===== config.mk =====
export PLATFORM = sky130hd
export DESIGN_NAME = usb3_buf_out_streamer
export DESIGN_NICKNAME = d
export VERILOG_FILES = /design/src/rtl/usb3_buf_out_streamer_pkg.sv /design/src/rtl/usb3_skid_fifo.sv /design/src/rtl/usb3_buf_out_streamer.sv
export SDC_FILE = /design/constraint.sdc
export NUM_CORES = 1
export LEC_CHECK = 0
export ABC_AREA = 1
export CORE_ASPECT_RATIO = 1.2
export CORE_MARGIN = 5
export CORE_UTILIZATION = 58
export DETAILED_ROUTE_END_ITERATION = 6
export DONT_BUFFER_PORTS = 1
export PLACE_DENSITY = 0.86
export SLEW_MARGIN = 20
export SYNTH_ARGS = -nofsm -noshare
export SYNTH_HDL_FRONTEND = slang
export SYNTH_HIERARCHICAL = 1
export SYNTH_SLANG_ARGS = --single-unit

===== constraint.sdc =====
create_clock -name clk -period 2.4 [get_ports clk]
set_clock_uncertainty 0.1 [all_clocks]
set_input_delay 0.36 -clock clk [delete_from_list [all_inputs] [get_ports clk]]
set_output_delay 0.36 -clock clk [all_outputs]
set_load 0.05 [all_outputs]

===== src/rtl/usb3_buf_out_streamer_pkg.sv =====
`default_nettype none
// ============================================================================
// Module   : usb3_buf_out_streamer_pkg
// Brief    : Shared FSM states, keep masks and beat type for the OUT streamer.
// Revision : 1.0 - initial release
// ============================================================================
package usb3_buf_out_streamer_pkg;

    typedef enum logic [2:0] {
        S_IDLE     = 3'd0,
        S_READ     = 3'd1,
        S_DRAIN    = 3'd2,
        S_RELEASE  = 3'd3,
        S_WAIT_CLR = 3'd4
    } state_t;

    localparam logic [3:0] C_KEEP_1 = 4'b0001;
    localparam logic [3:0] C_KEEP_2 = 4'b0011;
    localparam logic [3:0] C_KEEP_3 = 4'b0111;
    localparam logic [3:0] C_KEEP_4 = 4'b1111;

    typedef struct packed {
        logic [31:0] data;
        logic [3:0]  keep;
        logic        last;
    } beat_t;

    // Byte enables of the final word, selected by the two LSBs of the length.
    function automatic logic [3:0] last_keep(input logic [1:0] len_lsb);
        case (len_lsb)
            2'd1:    return C_KEEP_1;
            2'd2:    return C_KEEP_2;
            2'd3:    return C_KEEP_3;
            default: return C_KEEP_4;
        endcase
    endfunction

endpackage
`default_nettype wire


===== src/rtl/usb3_skid_fifo.sv =====
`default_nettype none
// ============================================================================
// Module   : usb3_skid_fifo
// Brief    : 2-entry beat FIFO with registered head and occupancy count.
// Revision : 1.0 - initial release
// ============================================================================
module usb3_skid_fifo
    import usb3_buf_out_streamer_pkg::*;
(
    input  logic       clk,
    input  logic       reset_n,
    input  logic       i_push,
    input  beat_t      i_push_beat,
    input  logic       i_pop,
    output beat_t      o_head,
    output logic       o_valid,
    output logic [1:0] o_count
);

    beat_t      r_head;
    beat_t      r_tail;
    logic [1:0] r_count;

    always_ff @(posedge clk or negedge reset_n) begin
        if (!reset_n) begin
            r_head  <= '0;
            r_tail  <= '0;
            r_count <= 2'd0;
        end else begin
            case ({i_push, i_pop})
                2'b10: begin
                    if (r_count == 2'd0) r_head <= i_push_beat;
                    else                 r_tail <= i_push_beat;
                    r_count <= r_count + 2'd1;
                end
                2'b01: begin
                    r_head  <= r_tail;
                    r_count <= r_count - 2'd1;
                end
                2'b11: begin
                    // Simultaneous pop and push keep the occupancy unchanged.
                    if (r_count == 2'd1) begin
                        r_head <= i_push_beat;
                    end else begin
                        r_head <= r_tail;
                        r_tail <= i_push_beat;
                    end
                end
                default: ;
            endcase
        end
    end

    assign o_head  = r_head;
    assign o_valid = (r_count != 2'd0);
    assign o_count = r_count;

endmodule
`default_nettype wire


===== src/rtl/usb3_buf_out_streamer.sv =====
`default_nettype none
// ============================================================================
// Module   : usb3_buf_out_streamer
// Brief    : Reads a received OUT packet from the core buffer RAM, streams it
//            as valid/ready beats with keep/last, then re-arms the buffer.
// Revision : 1.0 - initial release
// ============================================================================
module usb3_buf_out_streamer
    import usb3_buf_out_streamer_pkg::*;
#(
    parameter int ZLP_EN  = 1,
    parameter int MAX_LEN = 1024
) (
    input  logic        clk,
    input  logic        reset_n,
    output logic [8:0]  buf_out_addr,
    input  logic [31:0] buf_out_q,
    input  logic [10:0] buf_out_len,
    input  logic        buf_out_hasdata,
    output logic        buf_out_arm,
    input  logic        buf_out_arm_ack,
    output logic        src_valid,
    input  logic        src_ready,
    output logic [31:0] src_data,
    output logic [3:0]  src_keep,
    output logic        src_last,
    output logic        len_err,
    output logic [15:0] pkt_count
);

    localparam logic [10:0] C_MAX_LEN = 11'(MAX_LEN);

    state_t      r_state;
    logic [8:0]  r_addr;
    logic [9:0]  r_words;
    logic [1:0]  r_len_lsb;
    logic        r_inflight;
    logic        r_inflight_last;
    logic        r_arm;
    logic        r_len_err;
    logic [15:0] r_pkt_count;

    logic [10:0] w_len;
    logic [9:0]  w_words;
    logic [2:0]  w_occ;
    logic [1:0]  w_count;
    logic        w_pop;
    logic        w_push;
    logic        w_issue;
    logic        w_last_issue;
    logic        w_zlp_push;
    beat_t       w_push_beat;
    beat_t       w_head;

    assign w_len   = (buf_out_len > C_MAX_LEN) ? C_MAX_LEN : buf_out_len;
    assign w_words = 10'((12'(w_len) + 12'd3) >> 2);

    assign w_pop = src_valid & src_ready;
    // Occupancy the FIFO will have once this cycle's pop and any in-flight read settle.
    assign w_occ        = 3'(w_count) + 3'(r_inflight) - 3'(w_pop);
    assign w_issue      = (r_state == S_READ) && (w_occ < 3'd2);
    assign w_last_issue = w_issue && ({1'b0, r_addr} == (r_words - 10'd1));
    assign w_zlp_push   = (ZLP_EN != 0) && (r_state == S_IDLE) && buf_out_hasdata
                          && (w_len == 11'd0);
    assign w_push       = r_inflight | w_zlp_push;

    always_comb begin
        w_push_beat = '0;
        if (w_zlp_push) begin
            w_push_beat.last = 1'b1;
        end else begin
            w_push_beat.data = buf_out_q;
            w_push_beat.keep = r_inflight_last ? last_keep(r_len_lsb) : C_KEEP_4;
            w_push_beat.last = r_inflight_last;
        end
    end

    always_ff @(posedge clk or negedge reset_n) begin
        if (!reset_n) begin
            r_state         <= S_IDLE;
            r_addr          <= 9'd0;
            r_words         <= 10'd0;
            r_len_lsb       <= 2'd0;
            r_inflight      <= 1'b0;
            r_inflight_last <= 1'b0;
            r_arm           <= 1'b0;
            r_len_err       <= 1'b0;
            r_pkt_count     <= 16'd0;
        end else begin
            r_len_err       <= 1'b0;
            r_inflight      <= w_issue;
            r_inflight_last <= w_last_issue;
            case (r_state)
                S_IDLE: begin
                    r_addr <= 9'd0;
                    if (buf_out_hasdata) begin
                        r_words   <= w_words;
                        r_len_lsb <= w_len[1:0];
                        r_len_err <= (buf_out_len > C_MAX_LEN);
                        if (w_len == 11'd0) begin
                            if (ZLP_EN != 0) begin
                                r_state <= S_DRAIN;
                            end else begin
                                r_state <= S_RELEASE;
                                r_arm   <= 1'b1;
                            end
                        end else begin
                            r_state <= S_READ;
                        end
                    end
                end
                S_READ: begin
                    if (w_last_issue)  r_state <= S_DRAIN;
                    else if (w_issue)  r_addr  <= r_addr + 9'd1;
                end
                S_DRAIN: begin
                    if ((w_count == 2'd0) && !r_inflight) begin
                        r_state <= S_RELEASE;
                        r_arm   <= 1'b1;
                    end
                end
                S_RELEASE: begin
                    if (buf_out_arm_ack) begin
                        r_arm       <= 1'b0;
                        r_pkt_count <= r_pkt_count + 16'd1;
                        r_state     <= S_WAIT_CLR;
                    end
                end
                S_WAIT_CLR: begin
                    // The core may still show the old hasdata level for a cycle after ack.
                    if (!buf_out_hasdata) r_state <= S_IDLE;
                end
                default: r_state <= S_IDLE;
            endcase
        end
    end

    usb3_skid_fifo u_fifo (
        .clk         (clk),
        .reset_n     (reset_n),
        .i_push      (w_push),
        .i_push_beat (w_push_beat),
        .i_pop       (w_pop),
        .o_head      (w_head),
        .o_valid     (src_valid),
        .o_count     (w_count)
    );

    assign buf_out_addr = r_addr;
    assign buf_out_arm  = r_arm;
    assign len_err      = r_len_err;
    assign pkt_count    = r_pkt_count;
    assign src_data     = w_head.data;
    assign src_keep     = w_head.keep;
    assign src_last     = w_head.last;

endmodule
`default_nettype wire

Word level (Yosys, flattened, before mapping)
Index checks and enable logic that the tools add are counted.
{"block": "word_totals", "register_bits": 120, "latchBits": 0, "mem_bits_rw": 0, "mem_bits_ro": 0, "inputBits": 48, "out_inout_bits": 65, "n_memories": 0}
{"block": "classes", "add_sub_neg": 8, "mul": 0, "n_div": 0, "order_cmp": 2, "n_eq_ne": 22, "shifts": 0, "muxes": 27, "bitwise_logic": 2, "n_reduce_logical": 22}
{"cell": "$mux W37", "n": 4}
{"cell": "$pmux W37 S3", "n": 1}
{"cell": "$pmux W37 S2", "n": 1}
{"cell": "$mux W36", "n": 1}
{"cell": "$ne A2 B2 Y1 const B", "n": 10}
{"cell": "$mux W9", "n": 2}
{"cell": "$pmux W9 S2", "n": 1}
{"cell": "$add A16 B1 Y16 const B", "n": 1}
{"cell": "$mux W3", "n": 5}
{"cell": "$pmux W3 S5", "n": 1}
{"cell": "$add A11 B2 Y12 const B", "n": 1}
{"cell": "$pmux W4 S3", "n": 1}
{"cell": "$gt A11 B11 Y1 const B", "n": 1}
{"cell": "$logic_not A11 Y1", "n": 1}
{"cell": "$mux W11", "n": 1}
{"cell": "$eq A9 B10 Y1", "n": 1}
{"cell": "$reduce_bool A2 Y1", "n": 5}
{"cell": "$sub A10 B1 Y10 const B", "n": 1}
{"cell": "$add A9 B1 Y9 const B", "n": 1}
{"cell": "$reduce_and A3 Y1", "n": 3}
{"cell": "$eq A2 B2 Y1 const B", "n": 4}
{"cell": "$eq A2 B1 Y1 const B", "n": 3}
{"cell": "$eq A3 B2 Y1 const B", "n": 2}
{"cell": "$reduce_and A2 Y1", "n": 3}
{"cell": "other kinds (20)", "n": 28}

Longest topological paths before layout
{"block": "logic_depth", "ltp_word": 8, "ltp_mapped": 19}

By module
Netlist, hierarchy kept.
{"mod": "usb3_skid_fifo", "instances": 1, "cells_each": 464, "area_each_um2": 3664.8, "seq_area_each_um2": 1901.8}
{"mod": "usb3_buf_out_streamer", "instances": 1, "cells_each": 458, "area_each_um2": 3164.3, "seq_area_each_um2": 1101.1}

Worst setup path before layout
OpenSTA, ideal clock, no wires.
{"block": "synth_path", "path_type": "register to register", "from": "register u_fifo.r_count[0], in the netlist u_fifo/o_count[0]", "to": "register r_addr[0], in the netlist buf_out_addr[0]", "setup_time_ps": 74, "t_arrival_ps": 2881, "t_required_ps": 2226, "slack_ps": -654, "stages_incl_launch_ff": 19, "n_path_buf": 1, "synth_period_minus_slack_ps": 3054, "cell_sequence": "dfrtp_1 inv_1 ha_1 inv_1 nand2_1 inv_1 ha_1 nor2_1 fa_1 a21oi_1 nand2_1 nor2_4 nand3_2 nor2_2 nand3_2 nand2_4 buf_6 nand2_1 o21ai_2"}
{"block": "synth_via", "elab_chain_len": 8, "word_cells_on_any_way": 10, "cone_classes": "2 x add/sub; 1 x order compare; 2 x eq/ne; 1 x bitwise; 4 x reduce/logical"}
{"item": "from (decl)", "line_no": "usb3_skid_fifo.sv:22", "source": "logic [1:0] r_count;"}
{"item": "from (signal assigned)", "line_no": "usb3_skid_fifo.sv:34", "source": "r_count <= r_count + 2'd1;"}
{"item": "from (signal assigned)", "line_no": "usb3_skid_fifo.sv:38", "source": "r_count <= r_count - 2'd1;"}
{"item": "$reduce_bool A2 Y1 (*)", "line_no": "usb3_skid_fifo.sv:55", "source": "assign o_valid = (r_count != 2'd0);"}
{"item": "named net src_valid", "line_no": "usb3_buf_out_streamer.sv:22", "source": "output logic src_valid,"}
{"item": "$and A1 B1 Y1 (*)", "line_no": "usb3_buf_out_streamer.sv:58", "source": "assign w_pop = src_valid & src_ready;"}
{"item": "named net w_pop", "line_no": "usb3_buf_out_streamer.sv:47", "source": "logic w_pop;"}
{"item": "$sub A3 B1 Y3 (*)", "line_no": "usb3_buf_out_streamer.sv:60", "source": "assign w_occ = 3'(w_count) + 3'(r_inflight) - 3'(w_pop);"}
{"item": "$lt A3 B2 Y1 (*)", "line_no": "usb3_buf_out_streamer.sv:61", "source": "assign w_issue = (r_state == S_READ) && (w_occ < 3'd2);"}
{"item": "$logic_and A1 B1 Y1 (*)", "line_no": "usb3_buf_out_streamer.sv:61"}
{"item": "named net w_issue", "line_no": "usb3_buf_out_streamer.sv:49", "source": "logic w_issue;"}
{"item": "$logic_and A1 B1 Y1", "line_no": "usb3_buf_out_streamer.sv:62", "source": "assign w_last_issue = w_issue && ({1'b0, r_addr} == (r_words - 10'd1));"}
{"item": "$ne A2 B2 Y1 (no line)"}
{"item": "$reduce_and A3 Y1 (no line) (*)"}
{"item": "to (signal assigned)", "line_no": "usb3_buf_out_streamer.sv:114", "source": "else if (w_issue) r_addr <= r_addr + 9'd1;"}
{"item": "to (decl)", "line_no": "usb3_buf_out_streamer.sv:34", "source": "logic [8:0] r_addr;"}
The timed path passes the listed nets; every way through them passes the cells marked *.
A chain may end at the register's enable or synchronous reset.

Worst setup path in the final report
{"block": "layout_path", "from": "register u_fifo.r_count[0], in the netlist u_fifo/o_count[0]", "to": "register r_addr[1], in the netlist buf_out_addr[1]"}
{"block": "layout_via", "elab_chain_len": 8, "word_cells_on_any_way": 10, "cone_classes": "2 x add/sub; 1 x order compare; 2 x eq/ne; 1 x bitwise; 4 x reduce/logical"}
{"item": "$reduce_bool A2 Y1 (*)", "line_no": "usb3_skid_fifo.sv:55"}
{"item": "$and A1 B1 Y1 (*)", "line_no": "usb3_buf_out_streamer.sv:58"}
{"item": "named net w_pop", "line_no": "usb3_buf_out_streamer.sv:47"}
{"item": "$sub A3 B1 Y3 (*)", "line_no": "usb3_buf_out_streamer.sv:60"}
{"item": "$lt A3 B2 Y1 (*)", "line_no": "usb3_buf_out_streamer.sv:61"}
{"item": "$logic_and A1 B1 Y1 (*)", "line_no": "usb3_buf_out_streamer.sv:61"}
{"item": "named net w_issue", "line_no": "usb3_buf_out_streamer.sv:49"}
{"item": "$logic_and A1 B1 Y1", "line_no": "usb3_buf_out_streamer.sv:62"}
{"item": "$ne A2 B2 Y1 (no line)"}
{"item": "$reduce_and A3 Y1 (no line) (*)"}
Marks and branches as above.

==> flow_summary.toml <==
[status]
status = "finished with violations"
violations = "hold timing, setup timing"

[cells_and_area]
fin_area_um2 = 8290
fin_util = 0.717
areaGrowthSynthToFinish_pct = 21.4
diodes = 0
drive_above_1_share = 0.191
fin_nets = 1034
final_common_cell = "nand2_1"
final_cell_mix = "nand2_1 (371), dfrtp_1 (120), nand3_1 (95), inv_1 (90), buf_4 (46)"

[power]
p_comb_frac = 0.424
seqPwrFrac = 0.360
finalPower_mw = 12.0
sw_frac_of_total = 0.462
internal_power_mw = 6.46
ir_drop_mv = 0.809
switching_power_mw = 5.54
power_density_nw_per_um2 = 1450
power.static_leakage_nw = 4.55
pwr-share-clk = 0.216

[synthesis]
synth-compound-area-share = 0.0306
synth_xor_area_frac = 0.0410
synth_top_family_by_area = "simple AND/OR/NAND/NOR gates"
yosys.area_share.simple = 0.365
synth_cell_types = 38
avgSynthCellArea_um2 = 7.41
syn-cell-area_um2 = 6830
syn-instance-count = 922
synth-seq-area-share = 0.440
synth.ff_latch_count = 120
synthMuxAreaShare = 0
synth_warnings = 6
postSynthNetCount = 983
synth_fa_ha_area_frac = 0.0249

[global_routing]
met1_usage = 0.281
grt_use_met3 = 0.0667
antenna_found_initial = 0
grt_pass1_wl_um = 28900
grt-busiest-layer = "met2"
grt_usage = 0.263
grt_pass1_vias = 6063
overflow = 0
grt_use_met2 = 0.479
grt_max_degree = 121

[floorplanning]
pin_count = 113
start_util = 0.590
rows = 43
dieArea_um2 = 14100
die_h_um = 129
design.core.area_um2 = 11600
die_w_um = 109

[worst_setup_path]
cp_data_arrival_time_ps = 3050
timing.rr.end = "buf_out_addr[1]$_DFFE_PN0P_"
critPathRequiredTime_ps = 2630
r2r_start = "u_fifo/o_count[0]$_DFFE_PN0P_"
cp-end-kind = "flop"
r2r_slack_ps = -420
worstPathMaxFanout = 6
cp-start-kind = "flop"
critical_path_class = "flop to flop"
r2r_cells = 18

[cts]
cts_root_buffer = "clkbuf_16"
numClockSinks = 120
htreeDepth = 4
cts_inserted_buffers = 17
cts_tree = "done"
clk_pin_slew_ps = 60
clkLatencyLatePin_ps = 400
cts_buffer_depth = 2

[route]
wirelength_um = 17900
first_pass_iters = 7
wl_per_cell_um = 15.7
vias = 6116
ant_nets = 0
drt_iter0_drc = 341
drc = 0
vias_per_cell = 5.35

[timing]
slew_violations = 0
timing.final.crit_share = 1.18
tightest_slew_ps = 654
fin_setup_tns_ps = -6630
worst_hold_slack_ps = -440
setup_viol = 40
finalCriticalPeriod_ps = 2820
max_freq_mhz = 354
timing.final.ws_setup_ps = -423
rsz0062_at_grt = "true"
maxSlewHeadroom = 0.564
finalHoldViolations = 120

[place]
routabilityCongestion = 0.854
dpl-instance-area_um2 = 7170
dp_hpwl_um = 10800
port_buffers = 0

[run]
drv_cap = 0

[worst_hold_path]
hold_path.class = "primary input to async pin"
timing repair:
item	CTS	global route
gates cloned	7	2
pin swaps	15	6
gates resized for setup	61	31
buffers inserted	22	5
endpoints found under the setup margin	42	88
endpoints found under the hold margin	120	120
stage by stage:
step,worst slack [ps],std cells
finish,-423,1143
CTS,-324,1141
floorplan,-591,922
global route,-499,1143
global placement,-318,1087
detailed placement,-414,1087
logic make-up (layout without fill, tap and decap cells):
logic type | Yosys count | count (layout)
AND/OR/NAND/NOR | 582 | 582
buffers and inverters | 139 | 203
flip-flops | 120 | 120
AO/OA/AOI/OAI | 36 | 36
XOR/XNOR | 32 | 32
adder cells (fa/ha/maj) | 13 | 13
power by group through the flow:
stage / clock network [mW] / logic (mW) / registers, mW
CTS: 2.63 / 4.84 / 4.30
finish: 2.59 / 5.09 / 4.32
global route: 2.73 / 5.62 / 4.41
global placement: 0 / 3.83 / 4.28
detailed placement: 0 / 3.96 / 4.30
floorplan: 0 / 2.89 / 4.34
how the worst max path moves through the flow:
stage	from	end	slack, ps	cells after the start
floorplan	u_fifo/o_count[1]$_DFFE_PN0P_	buf_out_addr[0]$_DFFE_PN0P_	-590	18
global placement	u_fifo/o_count[1]$_DFFE_PN0P_	buf_out_addr[3]$_DFFE_PN0P_	-320	18
detailed placement	u_fifo/o_count[1]$_DFFE_PN0P_	buf_out_addr[4]$_DFFE_PN0P_	-410	18
CTS	u_fifo/o_count[1]$_DFFE_PN0P_	buf_out_addr[1]$_DFFE_PN0P_	-320	18
global route	u_fifo/o_count[0]$_DFFE_PN0P_	buf_out_addr[1]$_DFFE_PN0P_	-500	18
finish	u_fifo/o_count[0]$_DFFE_PN0P_	buf_out_addr[1]$_DFFE_PN0P_	-420	18
cell usage after synthesis:
| cell | number | area [µm²] |
|---|---|---|
| and3_1 | 1 | 6.26 |
| or2_2 | 1 | 6.26 |
| buf_4 | 11 | 82.6 |
| a21oi_2 | 1 | 8.76 |
| o21ai_1 | 4 | 20.0 |
| nor3_2 | 1 | 10.0 |
| ha_1 | 12 | 150 |
| clkbuf_8 | 3 | 41.3 |
| nand3b_1 | 1 | 7.51 |
| nor2_2 | 5 | 31.3 |
| o21ai_2 | 2 | 17.5 |
| nor4_1 | 1 | 6.26 |
| nand2_2 | 5 | 31.3 |
| a21oi_1 | 6 | 30.0 |
| fa_1 | 1 | 20.0 |
| buf_2 | 16 | 80.1 |
| nor2_4 | 7 | 78.8 |
| inv_1 | 95 | 357 |
| dfrtp_1 | 120 | 3000 |
| nor2_1 | 30 | 113 |
| o31ai_1 | 2 | 15.0 |
| nor3_1 | 9 | 45.0 |
| a21boi_0 | 1 | 7.51 |
| nand2_1 | 408 | 1530 |
| clkbuf_2 | 1 | 5.00 |
| nand3_2 | 7 | 70.1 |
| xor2_1 | 18 | 158 |
| a41oi_1 | 1 | 8.76 |
| nand4_2 | 1 | 12.5 |
| nand3_1 | 95 | 475 |
| nand2_4 | 1 | 11.3 |
| buf_6 | 8 | 90.1 |
| o22ai_1 | 3 | 18.8 |
| inv_2 | 5 | 18.8 |
| a211oi_1 | 1 | 7.51 |
| o21ai_0 | 15 | 75.1 |
| xnor2_1 | 14 | 123 |
| nand4_1 | 9 | 56.3 |
layout make-up:
type	count	area, µm²
multi-input combinational	663	3320
fill	850	3270
sequential	120	3000
timing repair buffer	65	689
clock buffer	18	439
inverter	100	392
tap	157	196
clock inverter	14	171
timing repair inverter	6	82.6
per-layer routing:
metal  share of wire  wire [µm]  vias up
met5               0          0        -
met3           0.065       1170       56
met1            0.36       6420     2846
met2            0.54       9770      248
li1                -          -     2966
met4           0.033        584        0
critical path, stage by stage, from the launching register on:
cell        delay, ps
dfrtp_1           390
inv_2              90
ha_4              150
clkinvlp_4         80
nand2_2            60
inv_2              50
ha_4              250
nor2_2             30
fa_1              470
a21oi_2           170
nand2_2           100
nor2_4            110
nand3_2            90
nor2_2            120
nand3_2           120
nand2_4           130
buf_12            130
nand2_2            40
o21ai_1            80
registers in the layout, indices dropped and copies added, names as in the netlist:
| signal | count |
|---|---|
| u_fifo/o_head | 37 |
| r_words | 10 |
| u_fifo/o_count | 2 |
| len_err | 1 |
| r_inflight_last | 1 |
| r_len_lsb | 2 |
| r_state | 3 |
| buf_out_addr | 9 |
| u_fifo/r_tail | 37 |
| r_inflight | 1 |
| pkt_count | 16 |
| buf_out_arm | 1 |
No activity file was read; power rests on OpenSTA's default activity.
